## src/rtl/rstation_append.sv

```systemverilog
// Reservation stations (add / mul / branch) with issue append, CDB wakeup,
// entry release and a combinational read port.
module rstation_append #(
    parameter int ENTRIES = 3,
    parameter int DW      = 16
) (
    input  logic               clk1,
    input  logic               rst,
    input  logic               rs1b,
    input  logic               rs2b,
    input  logic [3:0]         rs1,
    input  logic [3:0]         rs2,
    input  logic [2:0]         rob_ind,
    input  logic [3:0]         func,
    input  logic [3:0]         rd,
    input  logic               count,
    input  logic               cdb_valid,
    input  logic [2:0]         cdb_tag,
    input  logic [DW-1:0]      cdb_value,
    input  logic               free_valid,
    input  logic [1:0]         free_unit,
    input  logic [1:0]         free_idx,
    input  logic [1:0]         rd_unit,
    input  logic [1:0]         rd_idx,
    output logic               accept,
    output logic               reject,
    output logic [1:0]         add_count,
    output logic [1:0]         mul_count,
    output logic [1:0]         bch_count,
    output logic [ENTRIES-1:0] add_ready,
    output logic [ENTRIES-1:0] mul_ready,
    output logic [ENTRIES-1:0] bch_ready,
    output logic               rd_valid,
    output logic [3:0]         rd_func,
    output logic [3:0]         rd_rd,
    output logic [2:0]         rd_rob,
    output logic [DW-1:0]      rd_v1,
    output logic [DW-1:0]      rd_v2,
    output logic               rd_p1,
    output logic               rd_p2
);
    localparam int NU = 3;

    logic          valid_q [NU][ENTRIES];
    logic          valid_d [NU][ENTRIES];
    logic [3:0]    func_q  [NU][ENTRIES];
    logic [3:0]    func_d  [NU][ENTRIES];
    logic [3:0]    rd_q    [NU][ENTRIES];
    logic [3:0]    rd_d    [NU][ENTRIES];
    logic [2:0]    rob_q   [NU][ENTRIES];
    logic [2:0]    rob_d   [NU][ENTRIES];
    logic          p1_q    [NU][ENTRIES];
    logic          p1_d    [NU][ENTRIES];
    logic          p2_q    [NU][ENTRIES];
    logic          p2_d    [NU][ENTRIES];
    logic [DW-1:0] v1_q    [NU][ENTRIES];
    logic [DW-1:0] v1_d    [NU][ENTRIES];
    logic [DW-1:0] v2_q    [NU][ENTRIES];
    logic [DW-1:0] v2_d    [NU][ENTRIES];
    logic          accept_q, accept_d;
    logic          reject_q, reject_d;

    logic [1:0]    unit;
    logic          func_ok;
    logic          placed;
    logic [1:0]    cnt [NU];

    always_comb begin
        valid_d  = valid_q;
        func_d   = func_q;
        rd_d     = rd_q;
        rob_d    = rob_q;
        p1_d     = p1_q;
        p2_d     = p2_q;
        v1_d     = v1_q;
        v2_d     = v2_q;
        unit     = func[2:1];
        func_ok  = (func < 4'd6);
        placed   = 1'b0;
        // Append target is judged on valid_q, so a slot freed now stays empty
        for (int u = 0; u < NU; u++) begin
            for (int e = 0; e < ENTRIES; e++) begin
                if (cdb_valid && valid_q[u][e]) begin
                    if (p1_q[u][e] && v1_q[u][e][2:0] == cdb_tag) begin
                        p1_d[u][e] = 1'b0;
                        v1_d[u][e] = cdb_value;
                    end
                    if (p2_q[u][e] && v2_q[u][e][2:0] == cdb_tag) begin
                        p2_d[u][e] = 1'b0;
                        v2_d[u][e] = cdb_value;
                    end
                end
                if (free_valid && free_unit == 2'(u) &&
                    free_idx == 2'(e) && valid_q[u][e]) begin
                    valid_d[u][e] = 1'b0;
                end
                if (count && func_ok && !placed &&
                    unit == 2'(u) && !valid_q[u][e]) begin
                    placed        = 1'b1;
                    valid_d[u][e] = 1'b1;
                    func_d[u][e]  = func;
                    rd_d[u][e]    = rd;
                    rob_d[u][e]   = rob_ind;
                    p1_d[u][e]    = ~rs1b;
                    v1_d[u][e]    = DW'(rs1);
                    p2_d[u][e]    = ~rs2b;
                    v2_d[u][e]    = DW'(rs2);
                    if (!rs1b && cdb_valid && rs1[2:0] == cdb_tag) begin
                        p1_d[u][e] = 1'b0;
                        v1_d[u][e] = cdb_value;
                    end
                    if (!rs2b && cdb_valid && rs2[2:0] == cdb_tag) begin
                        p2_d[u][e] = 1'b0;
                        v2_d[u][e] = cdb_value;
                    end
                end
            end
        end
        accept_d = placed;
        reject_d = count && !placed;
    end

    always_ff @(posedge clk1) begin
        if (rst) begin
            for (int u = 0; u < NU; u++) begin
                for (int e = 0; e < ENTRIES; e++) begin
                    valid_q[u][e] <= 1'b0;
                    func_q[u][e]  <= '0;
                    rd_q[u][e]    <= '0;
                    rob_q[u][e]   <= '0;
                    p1_q[u][e]    <= 1'b0;
                    p2_q[u][e]    <= 1'b0;
                    v1_q[u][e]    <= '0;
                    v2_q[u][e]    <= '0;
                end
            end
            accept_q <= 1'b0;
            reject_q <= 1'b0;
        end else begin
            valid_q  <= valid_d;
            func_q   <= func_d;
            rd_q     <= rd_d;
            rob_q    <= rob_d;
            p1_q     <= p1_d;
            p2_q     <= p2_d;
            v1_q     <= v1_d;
            v2_q     <= v2_d;
            accept_q <= accept_d;
            reject_q <= reject_d;
        end
    end

    assign accept = accept_q;
    assign reject = reject_q;

    always_comb begin
        for (int u = 0; u < NU; u++) begin
            cnt[u] = '0;
            for (int e = 0; e < ENTRIES; e++) begin
                cnt[u] = cnt[u] + 2'(valid_q[u][e]);
            end
        end
    end

    assign add_count = cnt[0];
    assign mul_count = cnt[1];
    assign bch_count = cnt[2];

    always_comb begin
        for (int e = 0; e < ENTRIES; e++) begin
            add_ready[e] = valid_q[0][e] & ~p1_q[0][e] & ~p2_q[0][e];
            mul_ready[e] = valid_q[1][e] & ~p1_q[1][e] & ~p2_q[1][e];
            bch_ready[e] = valid_q[2][e] & ~p1_q[2][e] & ~p2_q[2][e];
        end
    end

    // Unit 3 or an index past ENTRIES never matches, leaving all zeros
    always_comb begin
        rd_valid = 1'b0;
        rd_func  = '0;
        rd_rd    = '0;
        rd_rob   = '0;
        rd_v1    = '0;
        rd_v2    = '0;
        rd_p1    = 1'b0;
        rd_p2    = 1'b0;
        for (int u = 0; u < NU; u++) begin
            for (int e = 0; e < ENTRIES; e++) begin
                if (rd_unit == 2'(u) && rd_idx == 2'(e)) begin
                    rd_valid = valid_q[u][e];
                    rd_func  = func_q[u][e];
                    rd_rd    = rd_q[u][e];
                    rd_rob   = rob_q[u][e];
                    rd_v1    = v1_q[u][e];
                    rd_v2    = v2_q[u][e];
                    rd_p1    = p1_q[u][e];
                    rd_p2    = p2_q[u][e];
                end
            end
        end
    end
endmodule

```

## config.mk

```make
export PLATFORM = sky130hd
export DESIGN_NAME = rstation_append
export DESIGN_NICKNAME = d
export VERILOG_FILES = /design/src/rtl/rstation_append.sv
export SDC_FILE = /design/constraint.sdc
export NUM_CORES = 1
export LEC_CHECK = 0
export ABC_AREA = 0
export CORE_AREA = 2 2 187 189
export CTS_CLUSTER_SIZE = 24
export DETAILED_ROUTE_END_ITERATION = 10
export DIE_AREA = 0 0 189 191
export GPL_TIMING_DRIVEN = 0
export PLACE_DENSITY = 0.83
export RECOVER_POWER = 50
export SLEW_MARGIN = 20
export SYNTH_ARGS = -nofsm -noshare
export SYNTH_HDL_FRONTEND = slang
export SYNTH_SLANG_ARGS = --single-unit
```

## constraint.sdc

```tcl
create_clock -name clk1 -period 6.9 [get_ports clk1]
set_input_delay 2.07 -clock clk1 [delete_from_list [all_inputs] [get_ports clk1]]
set_output_delay 2.07 -clock clk1 [all_outputs]
set_load 0.05 [all_outputs]
```

==> run_results.csv <==
group,metric,value,unit
clock_network,clock_latency,0.60,ns
synth,synth-main-ff-cell,"dfxtp_1",
routing,wl_per_cell,30.7,um
setup_path,cp_max_fo,10,
setup_path,rrSetupSlack,3.16,ns
setup_path,cp_data_arrival_time,4.93,ns
global_routing,antenna_found_initial,1,
floorplanning,fp.dieW,189,um
final_layout,stdcell_area,23500,um2
routing,via_count,21508,
synth,synth.distinct_cells,62,
sta,slew_violations,18,
setup_path,crit_path_start_kind,"primary input",
final_layout,fin_nets,2529,
synth,synth_edf_count,0,
clock_network,hold_buffers,0,
synth,async_flop_share,0,%
placement,detailed_place_hpwl,64800,um
synth,synth.avg_cell_area,8.70,um2
sta,setup_viol,2,
sta,fin_crit_sh,101,%
synth,synth-seq-area-share,41.2,%
placement,dp_cells,2881,
setup_path,cp.required,4.83,ns
floorplanning,die_y,191,um
clock_network,cts_resized,122,
synth,syn_nets,2380,
routing,routed_wl,90900,um
floorplanning,ios,116,
worst_hold_path,min_from,"rd_q[0]",
global_routing,grt_pass1_vias,20557,
synth,yosys_warnings,0,
floorplanning,dieArea,36100,um2
global_routing,grt_overflow,0,
final_layout,nFillCells,2837,
worst_hold_path,whs_endpoint,"rd_q[0]",
sta,clock.fmax,0.143,GHz
final_layout,drive_above_1_share,8.37,%
global_routing,track_usage,49.6,%
final_layout,final_cell_mix,"dfxtp_1, nand2_1, o2bb2ai_1",
worst_hold_path,min_path_type,"reg2reg",
routing,drc,0,
setup_path,cpPeakStageDelay,0.54,ns
setup_path,reg2reg_depth,5,
setup_path,cp_slowest_cell,"clkdlybuf4s50_1",
final_layout,final_cells,2966,
routing,drt-pass1-iter-count,9,
global_routing,grt_max_degree,15,
final_layout,final_common_cell,"dfxtp_1",
placement,placed_area,21800,um2
sta,slew_headroom,-50.2,%
floorplanning,fp-row-count,68,
sta,finalClockSkew,0.0196,ns
synth,synth_cells,2324,
clock_network,cts_sinks,416,
placement,io_buffers,102,
setup_path,crit_type,"in2out",
routing,viasPerCell,7.25,
sta,finalCriticalPeriod,7.00,ns
power_and_ir_drop,p_per_area,241,nW/um2
power_and_ir_drop,leakage,7.72,nW
worst_hold_path,hold_path_depth,2,
clock_network,clk_pin_slew_worst_paths,0.06,ns
final_layout,area_growth,16.0,%
clock_network,cts.path.max_buffers,3,
synth,ys_seq_elements,416,
setup_path,r2r_end,"v1_q[76]",
setup_path,crit-reg2reg-launch,"valid_q[4]",
setup_path,crit_chain,"clkdlybuf4s50_1 -> clkbuf_2 -> clkbuf_4 -> mux2i_1 -> o32ai_1 -> a211oi_1 -> o21ai_0 -> clkdlybuf4s15_2",
run_status,violations,"max-capacitance violations, max-slew violations, negative setup slack",
sta,tightestPinTransition,2.23,ns
clock_network,cts_setup_buffers,0,
run_status,outcome,"finished, violations left",
setup_path,path_buf_inv,4,
routing,ant_nets,0,
synth,netlist_area,20200,um2
sta,rsz0062_at_grt,"true",
global_routing,grt_first_pass_wirelength,132000,um
clock_network,tritoncts,"done",
setup_path,cp-end-kind,"primary output",
sta,hold_viol_final,0,
flow_run,drv_cap,2,
floorplanning,start_util,59.3,%
clock_network,numCtsBuffers,45,
setup_path,path_delay_family,"buffers and inverters",
routing,drt_iter0_markers,3468,
clock_network,cts_root_buf,"clkbuf_16",
sta,timing.final.ws_setup,-0.0956,ns
floorplanning,coreArea,34100,um2
power_and_ir_drop,ir_drop,240,uV
clock_network,h-tree-depth,2,
placement,place_congestion,1.04,
setup_path,crit_path_start,"rd_unit[0]",
-- flip-flops by register name (all words and copies together) (netlist names) --
register,count
valid_q,9
v1_q,144
reject,1
p1_q,9
rob_q,27
func_q,36
v2_q,144
p2_q,9
accept,1
rd_q,36
-- cells in the mapped netlist (all sizes together) (18+ instances only) --
master     n  area, um2
a311oi    22        193
a221oi    27        236
nor3b     26        195
and3      19        119
nand2    300       1130
nor2      37        139
a22oi     50        375
clkbuf   185        694
mux2i     97        971
buf       88        482
o21ai     48        240
a211oi    75        563
a31oi     84        526
or3       18        113
xnor2     48        420
o2bb2ai  207       1810
a22o      28        245
dfxtp    416       8330
a21oi    153        773
nand3    167        836
o22a      37        324
nand2b    23        144
-- stage by stage --
step           total power [mW]  setup slack (ns)  TNS, ns  utilization, %  hold WS (ns)
3_3_place_gp               2.95             -1.15   -32.23            63.9         0.435
4_1_cts                    5.59           0.00673        0            69.0         0.455
5_1_grt                    5.72           -0.0121  -0.0121            68.7         0.472
3_5_place_dp               2.96             -1.18   -34.40            63.9         0.440
2_1_floorplan              2.75             0.615        0               -         0.425
6_report                   5.65           -0.0956   -0.104            68.7         0.457
-- how the worst max path moves through the flow --
stage	depth (start not counted)	end	slack, ns
5_1_grt	8	rd_rd[3]	-0.01
2_1_floorplan	7	rd_p2	0.62
3_3_place_gp	8	rd_v2[3]	-1.15
6_report	8	rd_v1[1]	-0.1
4_1_cts	8	rd_v2[3]	0.007
3_5_place_dp	8	rd_v2[3]	-1.18
-- logic make-up after synthesis --
group / after synthesis / share of synthesized area [%]
compound gates: 765 / 27.5
xor+xnor: 60 / 2.60
fa+ha+maj: 3 / 0.297
buf+inv: 284 / 6.02
flops: 416 / 41.2
mux: 101 / 5.03
simple gates: 695 / 17.3
-- where the power goes --
group	leakage (nW)	internal (mW)	switching, mW
Sequential	3.35	2.41	0.0106
Combinational	3.56	0.125	0.386
Clock	0.812	1.65	1.07
Total	7.72	4.18	1.47
-- layer usage --
metal	global-route usage [%]	share of wire [%]
met1	59.0	35
met2	73.2	41
met3	18.4	15
met4	36.6	9.2
met5	0	0
-- final cells by class --
class	count	area, um2	share of cell area [%]
multi-input cells	1624	10700	45.6
flip-flops and latches	416	8330	35.5
clock buffers	67	1380	5.89
plain buffers	273	1190	5.08
repair buffers	102	966	4.12
well taps	455	569	2.43
clock inverters	16	262	1.12
inverters	11	48.8	0.208
diodes	2	5.00	0.0213
-- worst min-delay path, delay by kind of cell (launching register included) --
kind	cells	cell delay, ns
flops	1	0.31
compound gates	1	0.05
simple gates	1	0.05
(Power assumes the default switching activity.)
